`src/rtl/decoder_negedge_t.sv`:
```
// -----------------------------------------------------------------------------
// decoder_negedge_t
//
// Receive side of the negedge time-coded link. After a frame_start marker the
// block counts samples of incoming_line until the first low sample, then turns
// that delay k back into the thermometer value the encoder was loaded with
// (8'hFF >> k, or 8'h00 once k reaches 8). One registered result per frame,
// flagged by a single-cycle decoded_valid pulse. If the line never goes low
// inside the window, the result is reported with timeout set.
//
// Parameters
//   MAX_VALUE      measurement window length in samples (1..255)
//   TIME_W         width of the reported delay, derived from MAX_VALUE
//
// Ports
//   clock          in   sole clock, everything on posedge
//   reset          in   synchronous, active-high
//   frame_start    in   single-cycle frame marker (aligned with encoder load)
//   incoming_line  in   time-coded line, falls low to mark the value
//   decoded_value  out  recovered thermometer value, held until next result
//   decoded_time   out  recovered delay k in cycles, held until next result
//   decoded_valid  out  one-cycle pulse when the result registers update
//   timeout        out  set with decoded_valid when no low was seen
//
// Build option
//   DECODER_NEGEDGE_DEGLITCH_EN  when defined, a capture needs two consecutive
//   low samples (k and k+1, reported as k) and the window grows by one sample.
// -----------------------------------------------------------------------------
module decoder_negedge_t #(
  parameter  int MAX_VALUE = 8,
  localparam int TIME_W    = $clog2(MAX_VALUE + 1)
) (
  input  logic              clock,
  input  logic              reset,
  input  logic              frame_start,
  input  logic              incoming_line,
  output logic [7:0]        decoded_value,
  output logic [TIME_W-1:0] decoded_time,
  output logic              decoded_valid,
  output logic              timeout
);

  typedef enum logic {
    IDLE,
    MEASURE
  } state_t;

  localparam logic [TIME_W-1:0] MAX_T = TIME_W'(MAX_VALUE);

  state_t            state_q, state_d;
  logic [TIME_W-1:0] k_q, k_d;
  logic [7:0]        value_q, value_d;
  logic [TIME_W-1:0] time_q, time_d;
  logic              valid_q, valid_d;
  logic              timeout_q, timeout_d;
`ifdef DECODER_NEGEDGE_DEGLITCH_EN
  // Previous sample (k-1) of this frame was low.
  logic              low_prev_q, low_prev_d;
`endif

  // Delay -> thermometer value; delays of 8 or more leave no bits set.
  function automatic logic [7:0] thermo(input logic [TIME_W-1:0] k);
    if (int'(k) >= 8) begin
      thermo = 8'h00;
    end else begin
      thermo = 8'hFF >> k;
    end
  endfunction

  // Sample counter never wraps.
  function automatic logic [TIME_W-1:0] sat_inc(input logic [TIME_W-1:0] k);
    if (k == {TIME_W{1'b1}}) begin
      sat_inc = k;
    end else begin
      sat_inc = k + TIME_W'(1);
    end
  endfunction

  always_comb begin
    state_d    = state_q;
    k_d        = k_q;
    value_d    = value_q;
    time_d     = time_q;
    timeout_d  = timeout_q;
    valid_d    = 1'b0;
`ifdef DECODER_NEGEDGE_DEGLITCH_EN
    low_prev_d = low_prev_q;
`endif

    case (state_q)
      IDLE: begin
        if (frame_start) begin
          state_d    = MEASURE;
          k_d        = '0;
`ifdef DECODER_NEGEDGE_DEGLITCH_EN
          low_prev_d = 1'b0;
`endif
        end
      end

      MEASURE: begin
        // A new marker abandons the frame in flight; it beats any result
        // that would otherwise register on this edge.
        if (frame_start) begin
          k_d        = '0;
`ifdef DECODER_NEGEDGE_DEGLITCH_EN
          low_prev_d = 1'b0;
`endif
`ifdef DECODER_NEGEDGE_DEGLITCH_EN
        end else if (!incoming_line && low_prev_q) begin
          // Low confirmed on samples k-1 and k; the edge was at k-1.
          time_d    = k_q - TIME_W'(1);
          value_d   = thermo(k_q - TIME_W'(1));
          timeout_d = 1'b0;
          valid_d   = 1'b1;
          state_d   = IDLE;
        end else if (k_q == MAX_T) begin
          // Extra sample at index MAX_VALUE lets a low at MAX_VALUE-1 confirm.
          time_d    = MAX_T;
          value_d   = thermo(MAX_T);
          timeout_d = 1'b1;
          valid_d   = 1'b1;
          state_d   = IDLE;
        end else begin
          k_d        = sat_inc(k_q);
          low_prev_d = !incoming_line;
        end
`else
        end else if (!incoming_line) begin
          time_d    = k_q;
          value_d   = thermo(k_q);
          timeout_d = 1'b0;
          valid_d   = 1'b1;
          state_d   = IDLE;
        end else if (k_q == MAX_T - TIME_W'(1)) begin
          time_d    = MAX_T;
          value_d   = thermo(MAX_T);
          timeout_d = 1'b1;
          valid_d   = 1'b1;
          state_d   = IDLE;
        end else begin
          k_d = sat_inc(k_q);
        end
`endif
      end

      default: begin
        state_d = IDLE;
      end
    endcase
  end

  always_ff @(posedge clock) begin
    if (reset) begin
      state_q    <= IDLE;
      k_q        <= '0;
      value_q    <= 8'h00;
      time_q     <= '0;
      valid_q    <= 1'b0;
      timeout_q  <= 1'b0;
`ifdef DECODER_NEGEDGE_DEGLITCH_EN
      low_prev_q <= 1'b0;
`endif
    end else begin
      state_q    <= state_d;
      k_q        <= k_d;
      value_q    <= value_d;
      time_q     <= time_d;
      valid_q    <= valid_d;
      timeout_q  <= timeout_d;
`ifdef DECODER_NEGEDGE_DEGLITCH_EN
      low_prev_q <= low_prev_d;
`endif
    end
  end

  assign decoded_value = value_q;
  assign decoded_time  = time_q;
  assign decoded_valid = valid_q;
  assign timeout       = timeout_q;

endmodule

```
`config.mk`:
```
export PLATFORM = sky130hd
export DESIGN_NAME = decoder_negedge_t
export DESIGN_NICKNAME = d
export VERILOG_FILES = /design/src/rtl/decoder_negedge_t.sv
export SDC_FILE = /design/constraint.sdc
export NUM_CORES = 1
export LEC_CHECK = 0
export BUFFER_PORTS_ARGS = -buffer_cell sky130_fd_sc_hd__clkbuf_2
export CAP_MARGIN = 20
export CORE_MARGIN = 3
export CORE_UTILIZATION = 55
export CTS_BUF_LIST = sky130_fd_sc_hd__clkbuf_16
export DETAILED_ROUTE_END_ITERATION = 16
export PLACE_DENSITY = 0.81
export SYNTH_ARGS = -nofsm -noshare
export SYNTH_HDL_FRONTEND = slang
export SYNTH_SLANG_ARGS = --single-unit
```
`constraint.sdc`:
```
create_clock -name clock -period 3.4 [get_ports clock]
set_input_delay 0.51 -clock clock [delete_from_list [all_inputs] [get_ports clock]]
set_output_delay 0.51 -clock clock [all_outputs]
set_load 0.005 [all_outputs]
```
# Word level (Yosys, flattened, before mapping)
# Cells that the tools add are included.
dict set report totals {
  rom_bits 0
  latchBits 0
  mem_bits_rw 0
  output_inout_bits 14
  memories 0
  wordCells 41
  regBits 19
}
dict set report op_classes {
  n_mul 0
  n_div 0
  n_lt_le_gt_ge 1
  n_eq_ne 7
  n_reduce_logical 3
  add_sub_neg 1
  muxes 20
  shifts 1
  bitwise 2
}
# cell n
set ops {}
lappend ops {{two-way mux 4 bit} 7}
lappend ops {{two-way mux 8 bit} 3}
lappend ops {{inequality test 3 bit, second input constant} 3}
lappend ops {{two-way mux 1 bit} 8}
lappend ops {{case mux 4 bit (2 select lines)} 1}
lappend ops {{right shift 8 x 4 -> 8 bit, first input constant} 1}
lappend ops {{adder 4 x 1 -> 4 bit, second input constant} 1}
lappend ops {{equality test 4 x 3 -> 1 bit, second input constant} 1}
lappend ops {{equality test 4 bit, second input constant} 1}
lappend ops {{>= comparator 4 bit, second input constant} 1}
lappend ops {{AND reduction 4 bit} 1}
lappend ops {{AND reduction 3 bit} 1}
lappend ops {{OR reduction 3 bit} 1}
lappend ops {{inequality test 2 x 1 -> 1 bit, second input constant} 1}
lappend ops {{inequality test 2 bit, second input constant} 1}
lappend ops {{inverter 1 bit} 2}
lappend ops {{case mux 1 bit (2 select lines)} 1}

# Depth between registers and ports, before layout
# Gate-level depths: netlist of the first run.
dict set report depth {
  ltp_word 6
  depth_mapped 5
}

# Worst setup path after synthesis of the first run
# Ideal clock, no wire load.
dict set report synth_timing {
  kind {register to register}
  from {register k_q[1]}
  to {register k_q[3]}
  arrival_ns 1.347
  setup_ns 0.070
  path_buffers 0
  required_ns 3.330
  path_stages_with_launch 5
  slack_ns 1.983
  path_cell_list {dfxtp_1 ha_1 and2_4 or4_1 a21oi_1}
}
dict set report synth_between {
  elab_chain_len 6
}
# item line
set synth_rtl {}
lappend synth_rtl {{from (decl)} 51} ;# logic [TIME_W-1:0] k_q, k_d;
lappend synth_rtl {{from (signal assigned)} 166} ;# k_q <= k_d;
lappend synth_rtl {{adder 4 x 1 -> 4 bit} 75} ;# sat_inc = k + TIME_W'(1);
lappend synth_rtl {{two-way mux 4 bit} 72} ;# if (k == {TIME_W{1'b1}}) begin
lappend synth_rtl {{two-way mux 4 bit} 135} ;# end else if (k_q == MAX_T - TIME_W'(1)) begin
lappend synth_rtl {{two-way mux 4 bit} 129} ;# end else if (!incoming_line) begin
lappend synth_rtl {{two-way mux 4 bit} 104} ;# if (frame_start) begin
lappend synth_rtl {{case mux 4 bit (2 select lines)} 90} ;# case (state_q)
# Parallel ways exist; a longest one is shown, timed or not. The select of a mux whose other input is x is not followed.
# A chain may end at the register's enable or synchronous reset.

# Worst setup path after layout of the first run
dict set report layout_timing {
  from {register k_q[1]}
  to {register value_q[4], in the netlist decoded_value[4]}
}
dict set report layout_between {
  elab_chain_len 3
}
# item line
set layout_rtl {}
lappend layout_rtl {{right shift 8 x 4 -> 8 bit, or another cell as far along} 66} ;# thermo = 8'hFF >> k;
lappend layout_rtl {{two-way mux 8 bit / inequality test 2 x 1 -> 1 bit (equally long branches)} -}
lappend layout_rtl {{two-way mux 8 bit / AND reduction 3 bit (equally long branches)} -}
lappend layout_rtl {{to (signal assigned)} 167} ;# value_q <= value_d;
lappend layout_rtl {{to (decl)} 52} ;# logic [7:0] value_q, value_d;
# Parallel ways exist; a longest one is shown, timed or not.

==> summary.txt, run 1 <==
Timing
  – Unrepaired setup endpoints after global routing: no
  – Worst Tran Pin Value: ~0.48 ns
  – Total setup violations reported at the end of the flow: 0
  – Setup TNS: 0 ns
  – Total count of max-transition violations in the final report: 0
  – Slew margin rel.: roughly two thirds
  – Layout Skew: 0.00189 ns
  – Number of hold-slack violations in the final timing report: 0
  – Peak clock frequency supported by timing: approximately 0.59 GHz
  – Fin crit period: 1.68 ns
  – Final Cycle Share: between 40% and 50%

Worst hold path
  – Class of the most critical hold timing path: flip-flop to flip-flop

CTS
  – Cell chosen for the clock root: clkbuf_16
  – Depth of the CTS H-tree: 1
  – CTS tree: yes
  – Maximum clock insertion buffer count: 2
  – Source-to-sink clock delay at the later pin of the worst-skew pair: ~0.25 ns
  – Clock buffers created by TritonCTS: 3
  – Number of hold buffers added after cts: 0
  – Sinks on the clock net: 19
  – Number of setup buffers added after CTS: 0
  – Post-CTS clock slew at the launch and capture registers of the worst setup and hold paths: 0.05 ns
  – Number of gates given a new drive strength after cts: 0

Placement
  – Number of buffers inserted by port buffering: 17
  – Placed Instance Area: 902 um^2
  – Final estimated routing congestion in global placement: around 0.84
  – Dpl hpwl: ~1100 um

Pwr
  – Maximum ir drop on the vdd rail: between 0.2 and 0.3 mV
  – Total power: 0.498 mW
  – Power density normalized to cell area: just over 500 mW/mm^2
  – Reported leakage power: 0.390 nW

Floorplan
  – Starting density of the core: between 60 and 70%
  – Core box area: roughly 0.0014 mm^2
  – Die span in y: 44.7 um
  – Die area: ~0.002 mm^2
  – Site Rows: 13
  – Horizontal die dimension: roughly 45 um
  – Total I/O pin count: 18

Layout
  – Final-layout fill cell count: ~110
  – Count of antenna diodes in the layout: 0
  – Core occupancy in the finished layout: 72.8%
  – Final std cell area, no fill: 982 um^2
  – Commonest non-fill, non-tap cells in the layout: dfxtp_1, clkbuf_2, a21oi_1, nand3_1, inv_1
  – Share of layout cells above drive strength 1: between 20% and 30%
  – Area added between synthesis and finish: 19.5%
  – Total number of nets in the final design: approximately 120
  – Leading cell type in the layout, fill and taps excluded: dfxtp_1

Global route
  – Met2 routing resource usage after global routing: roughly 31%
  – Global-route congestion overflow total: 0
  – Met1 layer usage reported by global route: 23.1%
  – Global-route track usage on met3: about 3.7%
  – GRT busiest layer: met2
  – Antenna violations before repair: 0
  – Via count of the first global-routing pass: roughly 650
  – Largest net degree at the start of global routing: 21
  – Wire length of the first global-routing pass: approximately 2800 um
  – Total track usage: a little under a fifth

Synthesis
  – Part of the Yosys area used for sequential elements: a little under half
  – Number of synthesized flops with an enable pin: 0
  – Post-synthesis cell type with the largest combined area: dfxtp_1
  – Number of distinct library cell variants in the gate-level netlist after synthesis: 28
  – Synth top area share: 46.3%
  – Area of the mapped netlist: between 800 and 900 um^2
  – Warnings from Yosys: 0
  – Mean area per synthesized cell: between 8 and 9 um^2
  – Share of async-settable or async-resettable flops after synthesis: 0%
  – Top FF cell, synth: dfxtp_1
  – Number of nets in the synthesized netlist: 99
  – Number of standard cells after synthesis: ~90
  – Flip-flop and latch count after synthesis: 19
  – Cells taking the most area after synthesis: dfxtp_1, a21oi_1, ha_1

Setup path
  – Launching element type of the critical path: flip-flop
  – Crit path arrival time: between 1.5 and 2 ns
  – Endpoint required time on the critical path: between 3 and 4 ns
  – Highest net fanout along the worst path: 10
  – Kind of critical path: flip-flop to flip-flop
  – Type of destination of the critical path: flip-flop

Drt
  – Routed length per instance: about 12 um
  – Number of DRC markers in iteration 0: 7
  – Routed via count: a little over 700
  – Total wirelength of the detailed-routed design: 1540 um
  – Vias per cell: 5.70
  – Pre-antenna DRT Iters: 4
  – Post-route DRC violation count: 0
  – Remaining number of nets flagged by the antenna check after routing: 0

Run status
  – Outcome: finished, final reports clean

Run
  – Max-cap check violation count: 0
-- cell usage after synthesis, drive strengths merged, types with 3 or more instances --
cell type,number
inv,6
nand2,5
ha,3
nand2b,5
o32ai,3
a21oi,13
nand3,7
nor2,5
dfxtp,19
o21ai,5
a22oi,3
-- state kept, by name (all words and copies together), names as in the netlist --
| signal | cells |
|---|---|
| decoded_time | 4 |
| decoded_valid | 1 |
| state_q | 1 |
| k_q | 4 |
| decoded_value | 8 |
| timeout | 1 |
-- through the flow --
step | setup WS [ns] | hold WS (ns) | instances
2_1_floorplan | 1.98 | 0.465 | 92
3_3_place_gp | 1.82 | 0.451 | 120
3_5_place_dp | 1.74 | 0.464 | 120
4_1_cts | 1.71 | 0.476 | 124
5_1_grt | 1.57 | 0.497 | 124
6_report | 1.72 | 0.470 | 124
-- final cells by class --
class	count	area, um^2	area share (%)
multi-input cells	63	395	40.3
flip-flops and latches	19	380	38.7
repair buffers	17	85.1	8.66
clock buffers	3	75.1	7.64
inverters	6	22.5	2.29
well taps	15	18.8	1.91
clock inverters	1	5.00	0.510
-- worst max-delay path: stages, from the launching register on --
cell and delay, ns:
dfxtp_1 0.47, ha_1 0.28, nand3b_1 0.22, a21oi_2 0.41, o21ai_0 0.16
-- layer usage --
metal  share of wire, %  up-vias  wire [um]
met5                  0        -          0
met4                1.0        0         16
met3                4.7        2         73
met2                 48       18        740
met1                 46      323        713
li1                   -      364          -
-- power by group --
part	internal, mW	switching (mW)	total [mW]
logic	0.0131	0.0172	0.0302
registers	0.230	0.00441	0.234
clock network	0.157	0.0762	0.233
total	0.400	0.0978	0.498
-- worst paths after layout --
| path | slack, ns | start | cells past startpoint | endpoint |
|---|---|---|---|---|
| max reg2reg | 1.72 | k_q[1] | 4 | decoded_value[4] |
| max | 1.72 | k_q[1] | 4 | decoded_value[4] |
| min reg2reg | 0.47 | timeout | 1 | timeout |
| min | 0.47 | timeout | 1 | timeout |
-- kinds of logic (layout without fill, tap and decap cells) --
family                   count (synthesis)  after routing  share of synthesized area, %
buffers and inverters                   10             27                          5.63
adder cells (fa/ha/maj)                  3              3                          4.57
AND/OR/NAND/NOR                         31             31                          21.6
AO/OA/AOI/OAI                           29             29                          21.9
flip-flops                              19             19                          46.3
No activity file was read; power rests on OpenSTA's default activity.
==> inputs of run 2 (changes only) <==
--- a/config.mk
+++ b/config.mk
@@ -5,13 +5,14 @@
 export SDC_FILE = /design/constraint.sdc
 export NUM_CORES = 1
 export LEC_CHECK = 0
+export ABC_AREA = 1
 export BUFFER_PORTS_ARGS = -buffer_cell sky130_fd_sc_hd__clkbuf_2
 export CAP_MARGIN = 20
 export CORE_MARGIN = 3
-export CORE_UTILIZATION = 55
+export CORE_UTILIZATION = 51
 export CTS_BUF_LIST = sky130_fd_sc_hd__clkbuf_16
 export DETAILED_ROUTE_END_ITERATION = 16
-export PLACE_DENSITY = 0.81
+export PLACE_DENSITY = 0.76
 export SYNTH_ARGS = -nofsm -noshare
 export SYNTH_HDL_FRONTEND = slang
 export SYNTH_SLANG_ARGS = --single-unit
==> constraint.sdc (replaced) <==
create_clock -name clock -period 1.8 [get_ports clock]
set_input_delay 0.27 -clock clock [delete_from_list [all_inputs] [get_ports clock]]
set_output_delay 0.27 -clock clock [all_outputs]
set_load 0.005 [all_outputs]
==> run 2 against run 1 <==
  * Worst setup slack got worse by 1.4 ns
  * Sequential power increased by 92%
  * Clock power up 94%
  * Final area grew 0.51%
  * Critical path type unchanged
  * Highest routed layer unchanged
==> summary.txt, run 2 <==
Run status
  – Outcome: finished, final reports clean

Timing
  – Unrepaired setup endpoints after global routing: no
  – Peak clock frequency supported by timing: 0.661 GHz (+11%)
  – Slew margin rel.: 75.6% (+7.8 points)
  – Total setup violations reported at the end of the flow: 0 (unchanged)
  – Worst Tran Pin Value: 0.364 ns (-0.117 ns)
  – Fin crit period: 1.51 ns (-0.170 ns)
  – Layout Skew: 0.00325 ns (+0.00136 ns)
  – Total count of max-transition violations in the final report: 0 (unchanged)
  – Final Cycle Share: 84.0% (+35 points)
  – Setup TNS: 0 ns (unchanged)
  – Number of hold-slack violations in the final timing report: 0 (unchanged)

CTS
  – Sinks on the clock net: 19 (unchanged)
  – Maximum clock insertion buffer count: 2 (unchanged)
  – CTS tree: yes
  – Number of hold buffers added after cts: 0 (unchanged)
  – Number of setup buffers added after CTS: 0 (unchanged)
  – Source-to-sink clock delay at the later pin of the worst-skew pair: 0.25 ns (about the same)
  – Post-CTS clock slew at the launch and capture registers of the worst setup and hold paths: 0.05 ns (about the same)
  – Clock buffers created by TritonCTS: 3 (unchanged)
  – Depth of the CTS H-tree: 1 (unchanged)
  – Number of gates given a new drive strength after cts: 0 (unchanged)
  – Cell chosen for the clock root: clkbuf_16

Worst hold path
  – Class of the most critical hold timing path: input pin to flip-flop
  – Worst Hold Depth: 3 (+2)
  – Worst-case hold path end point: state_q
  – Startpoint of the most critical hold path: incoming_line

Synthesis
  – Largest family of logic cells by synthesized area: simple AND/OR/NAND/NOR gates
  – Cells taking the most area after synthesis: dfxtp_1, nand2_1, a21oi_1
  – Post-synthesis cell type with the largest combined area: dfxtp_1
  – Share of async-settable or async-resettable flops after synthesis: 0% (unchanged)
  – Area share of xor/xnor cells in the synthesized design: 0% (unchanged)
  – Number of distinct library cell variants in the gate-level netlist after synthesis: 16 (-43%)
  – Area share of and/or/nand/nor cells after synthesis: 29.4% (+7.8 points)
  – Synth Area in Adders: 4.55% (-0.021 points)
  – Mean area per synthesized cell: 7.44 um^2 (-17%)
  – Cell types with the highest counts after synthesis: nand2_1, dfxtp_1, a21oi_1
  – Synth top area share: 46.1% (-0.21 points)
  – Number of synthesized flops with an enable pin: 0 (unchanged)
  – Top FF cell, synth: dfxtp_1
  – Post-synthesis compound-gate area fraction: 10.9% (-11 points)
  – Warnings from Yosys: 0 (unchanged)
  – Number of standard cells after synthesis: 111 (+21%)
  – Area of the mapped netlist: 826 um^2 (+0.46%)
  – Part of the Yosys area used for sequential elements: 46.1% (-0.21 points)
  – Most repeated cell in the gate-level netlist after synthesis: nand2_1
  – Number of nets in the synthesized netlist: 118 (+19%)
  – Mux cell area share after synthesis: 0% (unchanged)
  – Flip-flop and latch count after synthesis: 19 (unchanged)

Setup path
  – Slowest stage cell on the critical path: dfxtp_1
  – Endpoint required time on the critical path: 1.94 ns (-1.57 ns)
  – Crit path arrival time: 1.66 ns (-0.13 ns)
  – Longest individual stage delay on the worst path: 0.43 ns (-0.04 ns)
  – Cell type with the highest occurrence count on the critical path: nand2_2
  – Family of cells with the greatest summed delay on the critical path: simple AND/OR/NAND/NOR gates
  – Minimum setup slack among reg-to-reg paths: 0.29 ns (-1.43 ns)
  – Crit path cell chain: ha_1 -> nand3_2 -> nand2_2 -> nand2_2 -> nand2_2 -> nand2_1 -> nand2_1 -> nor2_2
  – Worst r2r path cells: 8 (+4)
  – R2r startpoint: k_q[1]
  – Number of buffer and inverter instances along the worst setup path: 0 (unchanged)
  – Type of destination of the critical path: flip-flop
  – Kind of critical path: flip-flop to flip-flop
  – Terminus of the critical flop-to-flop path: k_q[3]
  – Highest net fanout along the worst path: 20 (+10)
  – Launching element type of the critical path: flip-flop

Layout
  – Final-layout fill cell count: 118 (+10%)
  – Reg area: 380 um^2 (unchanged)
  – Share of layout cells above drive strength 1: 23.3% (+0.32 points)
  – Total number of nets in the final design: 137 (+17%)
  – Area added between synthesis and finish: 19.5% (about the same)
  – Count of antenna diodes in the layout: 0 (unchanged)
  – Max reg flops: 8 (unchanged)
  – Core occupancy in the finished layout: 69.8% (-3.0 points)
  – Commonest non-fill, non-tap cells in the layout: nand2_1, dfxtp_1, clkbuf_2, a21oi_1, inv_1
  – Multi-input gate area in the final layout: 370 um^2 (-6.3%)
  – Final std cell area, no fill: 987 um^2 (+0.51%)
  – Leading cell type in the layout, fill and taps excluded: nand2_1

Pwr
  – Net switching power figure: 0.220 mW (+130%)
  – Maximum ir drop on the vdd rail: 0.669 mV (+130%)
  – Sw Share: 22.4% (+2.7 points)
  – Power density normalized to cell area: 997 mW/mm^2 (+97%)
  – Int Power: 0.764 mW (+91%)
  – Portion of total power attributed to combinational logic: 8.3% (+2.2 points)
  – Portion of total power attributed to the clock network: 45.9% (-1.0 points)
  – Reported leakage power: 0.468 nW (+20%)
  – Part of the power in registers: 45.8% (-1.2 points)

Drt
  – Number of DRC markers in iteration 0: 20 (+13)
  – Routed length per instance: 12.3 um (-1.6%)
  – Pre-antenna DRT Iters: 4 (unchanged)
  – Total wirelength of the detailed-routed design: 1760 um (+14%)
  – Post-route DRC violation count: 0 (unchanged)
  – Routed via count: 796 (+13%)
  – Remaining number of nets flagged by the antenna check after routing: 0 (unchanged)
  – Vias per cell: 5.53 (-3.0%)

Global route
  – Antenna violations before repair: 0 (unchanged)
  – Via count of the first global-routing pass: 658 (+0.77%)
  – Largest net degree at the start of global routing: 21 (unchanged)
  – Total track usage: 18.7% (+0.15 points)
  – Global-route congestion overflow total: 0 (unchanged)
  – Wire length of the first global-routing pass: 2790 um (+0.98%)

Floorplan
  – Die area: 0.00214 mm^2 (+7.2%)
  – Core box area: 0.00142 mm^2 (+4.8%)
  – Die span in y: 46.2 um (+3.5%)
  – Site Rows: 13 (unchanged)
  – Total I/O pin count: 18 (unchanged)
  – Starting density of the core: 58.4% (-2.5 points)
  – Horizontal die dimension: 46.2 um (+3.5%)

Placement
  – Placed Instance Area: 907 um^2 (+0.55%)
  – Number of buffers inserted by port buffering: 17 (unchanged)
  – Dpl hpwl: 1240 um (+11%)
  – Final estimated routing congestion in global placement: 0.941 (+12%)

Run
  – Max-cap check violation count: 0 (unchanged)
## run 2: cell types whose count changed in the layout (fill, tap and decap cells not counted), moves of 2 or more
cell      before  now
a21oi_1       12   15
a22oi_1        3    0
inv_1          6   12
inv_2          0    2
nand2_1        5   29
nand2_2        0    3
nand2b_1       5    0
nand3_1        7   11
nor2_1         5    7
nor2_2         0    2
o21a_1         2    0
o21ai_0        5    0
o21ai_1        0    3
o32ai_1        3    0
## run 2: stage by stage
stage          hold slack (ns)  setup WS [ns]  power, mW  instances
3_5_place_dp             0.454          0.345      0.539        140
2_1_floorplan            0.339          0.583      0.513        111
5_1_grt                  0.341          0.203       1.02        144
6_report                 0.327          0.287      0.984        144
3_3_place_gp             0.449          0.435      0.535        140
4_1_cts                  0.320          0.308      0.988        144
## run 2: logic make-up after synthesis
| logic type | after synthesis |
|---|---|
| adder cells (fa/ha/maj) | 3 |
| AO/OA/AOI/OAI | 18 |
| AND/OR/NAND/NOR | 54 |
| buffers and inverters | 17 |
| flip-flops | 19 |
## run 2: final cells by class
| type | instances | area share (%) |
|---|---|---|
| flip-flops and latches | 19 | 38.5 |
| multi-input cells | 75 | 37.5 |
| repair buffers | 17 | 8.62 |
| clock buffers | 3 | 7.60 |
| inverters | 14 | 5.32 |
| well taps | 15 | 1.90 |
| clock inverters | 1 | 0.507 |
## run 2: routing by layer
layer	routed length (um)	share of wire [%]	track usage, %	vias to the layer above
li1	-	-	-	390
met1	794	45	21.5	375
met2	833	47	29.7	25
met3	94	5.3	3.13	6
met4	41	2.3	15.3	0
met5	0	0	0	-
## run 2: worst max-delay path by stage
stage / startpoint / end / slack [ns] / depth (start not counted)
floorplan: k_q[0] / k_q[3] / 0.58 / 9
global placement: k_q[1] / k_q[1] / 0.43 / 6
detailed placement: k_q[1] / k_q[3] / 0.35 / 8
CTS: k_q[1] / k_q[3] / 0.31 / 8
global route: k_q[1] / k_q[1] / 0.20 / 6
finish: k_q[1] / k_q[3] / 0.29 / 8
## run 2: worst reg2reg max path, delay by kind of cell, from the launching register on
family	cells	cell delay, ns
adder cells (fa/ha/maj)	1	0.26
AND/OR/NAND/NOR	7	0.71
flip-flops	1	0.43
## run 2: power by group through the flow
stage | Combinational [mW] | Sequential [mW] | Clock, mW
after floorplan | 0.0554 | 0.458 | 0
after global placement | 0.0775 | 0.458 | 0
after detailed placement | 0.0800 | 0.459 | 0
after CTS | 0.0808 | 0.450 | 0.457
after global routing | 0.0912 | 0.453 | 0.473
final | 0.0815 | 0.450 | 0.452
==> inputs of run 3 (changes only) <==
--- a/config.mk
+++ b/config.mk
@@ -9,10 +9,10 @@
 export BUFFER_PORTS_ARGS = -buffer_cell sky130_fd_sc_hd__clkbuf_2
 export CAP_MARGIN = 20
 export CORE_MARGIN = 3
-export CORE_UTILIZATION = 51
+export CORE_UTILIZATION = 46
 export CTS_BUF_LIST = sky130_fd_sc_hd__clkbuf_16
 export DETAILED_ROUTE_END_ITERATION = 16
-export PLACE_DENSITY = 0.76
+export PLACE_DENSITY = 0.72
 export SYNTH_ARGS = -nofsm -noshare
 export SYNTH_HDL_FRONTEND = slang
 export SYNTH_SLANG_ARGS = --single-unit
==> constraint.sdc (replaced) <==
create_clock -name clock -period 1.3 [get_ports clock]
set_input_delay 0.195 -clock clock [delete_from_list [all_inputs] [get_ports clock]]
set_output_delay 0.195 -clock clock [all_outputs]
set_load 0.005 [all_outputs]
==> run 3 against run 2 <==
  * Combinational power increased by 58%
  * Clock-buffer cell count unchanged
  * Sequential cell count unchanged
  * Largest cell class is now multi-input combinational cells
  * Global-route usage decreased by 1.8 points
  * Utilization decreased by 4.2 points
  * Final area increased by 5.8%
  * Clock power increased by 40%
  * Die area increased by 9.4%
  * Hold slack got worse by 0.093 ns
  * Maximum frequency increased by 25%
==> summary.txt, run 3 (synthesized netlist as in run 2, its figures left out) <==
Setup path
  – Launching element type of the critical path: flip-flop
  – Endpoint required time on the critical path: 1.45 ns (-0.49 ns)
  – Crit path cell chain: ha_2 -> nand3_2 -> nand2_2 -> nand2_8 -> nand2_2 -> nand2_1 -> nand2_1 -> nor2_2
  – Highest net fanout along the worst path: 20 (unchanged)
  – Minimum setup slack among reg-to-reg paths: 0.09 ns (-0.20 ns)
  – Kind of critical path: flip-flop to flip-flop
  – Terminus of the critical flop-to-flop path: k_q[3]
  – Type of destination of the critical path: flip-flop
  – Crit path arrival time: 1.36 ns (-0.30 ns)
  – Longest individual stage delay on the worst path: 0.33 ns (-0.10 ns)
  – Number of buffer and inverter instances along the worst setup path: 0 (unchanged)
  – Slowest stage cell on the critical path: dfxtp_1
  – Worst r2r path cells: 8 (unchanged)
  – R2r startpoint: k_q[1]
  – Family of cells with the greatest summed delay on the critical path: simple AND/OR/NAND/NOR gates

Timing
  – Layout Skew: 0.00174 ns (-0.00151 ns)
  – Unrepaired setup endpoints after global routing: yes
  – Final Cycle Share: 93.1% (+9.1 points)
  – Peak clock frequency supported by timing: 0.826 GHz (+25%)
  – Total setup violations reported at the end of the flow: 0 (unchanged)
  – Total count of max-transition violations in the final report: 0 (unchanged)
  – Fin crit period: 1.21 ns (-0.302 ns)
  – Worst Tran Pin Value: 0.293 ns (-0.0716 ns)
  – Slew margin rel.: 80.5% (+4.8 points)
  – Number of hold-slack violations in the final timing report: 0 (unchanged)
  – Final worst setup slack: 0.0894 ns (-0.198 ns)

Global route
  – Via count of the first global-routing pass: 698 (+6.1%)
  – Wire length of the first global-routing pass: 3040 um (+9.1%)
  – Largest net degree at the start of global routing: 21 (unchanged)
  – Total track usage: 16.9% (-1.8 points)
  – Global-route congestion overflow total: 0 (unchanged)
  – Antenna violations before repair: 0 (unchanged)

Worst hold path
  – Worst-case hold path end point: state_q
  – Startpoint of the most critical hold path: incoming_line
  – Class of the most critical hold timing path: input pin to flip-flop
  – Worst Hold Depth: 3 (unchanged)

Drt
  – Number of DRC markers in iteration 0: 10 (-50%)
  – Pre-antenna DRT Iters: 4 (unchanged)
  – Routed length per instance: 10.8 um (-12%)
  – Post-route DRC violation count: 0 (unchanged)
  – Total wirelength of the detailed-routed design: 1700 um (-3.7%)
  – Vias per cell: 4.78 (-13%)
  – Routed via count: 751 (-5.7%)
  – Remaining number of nets flagged by the antenna check after routing: 0 (unchanged)

Floorplan
  – Total I/O pin count: 18 (unchanged)
  – Die span in y: 48.4 um (+4.6%)
  – Site Rows: 14 (+1)
  – Starting density of the core: 51.8% (-6.6 points)
  – Core box area: 0.00159 mm^2 (+13%)
  – Die area: 0.00234 mm^2 (+9.4%)
  – Horizontal die dimension: 48.4 um (+4.6%)

Placement
  – Setup WS pre-CTS: -0.0439 ns (-0.389 ns)
  – Number of placed instances, taps included: 153 (+9.3%)
  – Dpl hpwl: 1210 um (-2.3%)
  – Number of buffers inserted by port buffering: 17 (unchanged)
  – Final estimated routing congestion in global placement: 0.912 (-3.0%)

Pwr
  – Portion of total power attributed to the clock network: 45.9% (about the same)
  – Maximum ir drop on the vdd rail: 1.15 mV (+72%)
  – Portion of total power attributed to combinational logic: 9.3% (+1.0 points)
  – Sw Share: 22.7% (+0.28 points)
  – Power density normalized to cell area: 1320 mW/mm^2 (+33%)
  – Part of the power in registers: 44.8% (-1.0 points)
  – Net switching power figure: 0.313 mW (+42%)
  – Int Power: 1.07 mW (+40%)
  – Reported leakage power: 0.487 nW (+4.2%)

Layout
  – Max reg flops: 8 (unchanged)
  – Area added between synthesis and finish: 26.5%
  – Total number of nets in the final design: 141 (+2.9%)
  – Count of antenna diodes in the layout: 0 (unchanged)
  – Share of layout cells above drive strength 1: 26.3% (+3.1 points)
  – Commonest non-fill, non-tap cells in the layout: nand2_1, dfxtp_1, clkbuf_2, a21oi_1, inv_1
  – Final-layout fill cell count: 139 (+18%)
  – Final instance count without filler cells: 157 (+9.0%)
  – Leading cell type in the layout, fill and taps excluded: nand2_1

CTS
  – Cell chosen for the clock root: clkbuf_16
  – Source-to-sink clock delay at the later pin of the worst-skew pair: 0.25 ns (about the same)
  – Maximum clock insertion buffer count: 2 (unchanged)
  – Clock buffers created by TritonCTS: 3 (unchanged)
  – Number of setup buffers added after CTS: 0 (unchanged)
  – CTS tree: yes
  – Number of hold buffers added after cts: 0 (unchanged)
  – Sinks on the clock net: 19 (unchanged)
  – Post-CTS clock slew at the launch and capture registers of the worst setup and hold paths: 0.05 ns (about the same)
  – Depth of the CTS H-tree: 1 (unchanged)

Run status
  – Outcome: finished, final reports clean

Run
  – Max-cap check violation count: 0 (unchanged)
-- run 3: changes by cell type in the layout (fill, tap and decap cells not counted) --
cell     delta
buf_4       +4
nand2_8     +1
ha_2        +1
ha_1        -1
nand2_2     -1
-- run 3: how the worst max path moves through the flow --
stage | start | endpoint | slack [ns] | cells past startpoint
4_1_cts | k_q[1] | k_q[3] | 0.06 | 8
2_1_floorplan | k_q[0] | k_q[3] | 0.08 | 9
3_5_place_dp | k_q[1] | k_q[3] | -0.04 | 8
6_report | k_q[1] | k_q[3] | 0.09 | 8
3_3_place_gp | k_q[0] | k_q[3] | 0.02 | 7
5_1_grt | k_q[1] | k_q[3] | -0.008 | 8
-- run 3: power by group through the flow --
stage	Sequential [mW]	Combinational, mW	Clock [mW]
6_report	0.618	0.129	0.633
5_1_grt	0.622	0.147	0.677
4_1_cts	0.619	0.126	0.644
3_5_place_dp	0.631	0.123	0
3_3_place_gp	0.630	0.122	0
2_1_floorplan	0.634	0.0767	0
-- run 3: area by class of cell --
cell class              instances  area [um^2]  area share, %
clock buffers                   3         75.1           7.19
clock inverters                 1         5.00          0.479
inverters                      14         52.6           5.03
multi-input cells              75          387           37.0
flip-flops and latches         19          380           36.4
well taps                      24         30.0           2.87
repair buffers                 21          115           11.0
-- run 3: stage by stage --
step           util [%]  hold slack [ns]  setup TNS, ns  power (mW)  instance area [um^2]
2_1_floorplan         -            0.264              0       0.711                   826
3_3_place_gp       59.5            0.451              0       0.752                   948
3_5_place_dp       59.5            0.455        -0.0592       0.754                   948
4_1_cts            64.8            0.236              0        1.39                  1030
5_1_grt            65.5            0.259       -0.00832        1.45                  1040
6_report           65.5            0.235              0        1.38                  1040
-- run 3: timing repair --
item	4_1_cts	5_1_grt
pin swaps	0	0
gates resized for setup	1	2
setup endpoints to repair	5	7
-- run 3: tightest hold or removal path, stage by stage --
cell	delay, ns
clkbuf_2	0.11
nand3_1	0.08
a21oi_1	0.05
-- run 3: metal layers --
metal,wire length [um],vias to the layer above,global-route usage (%)
met5,0,-,0
met4,32,0,8.06
met3,111,4,6.13
met2,794,19,28.2
met1,760,331,19.0
li1,-,397,-
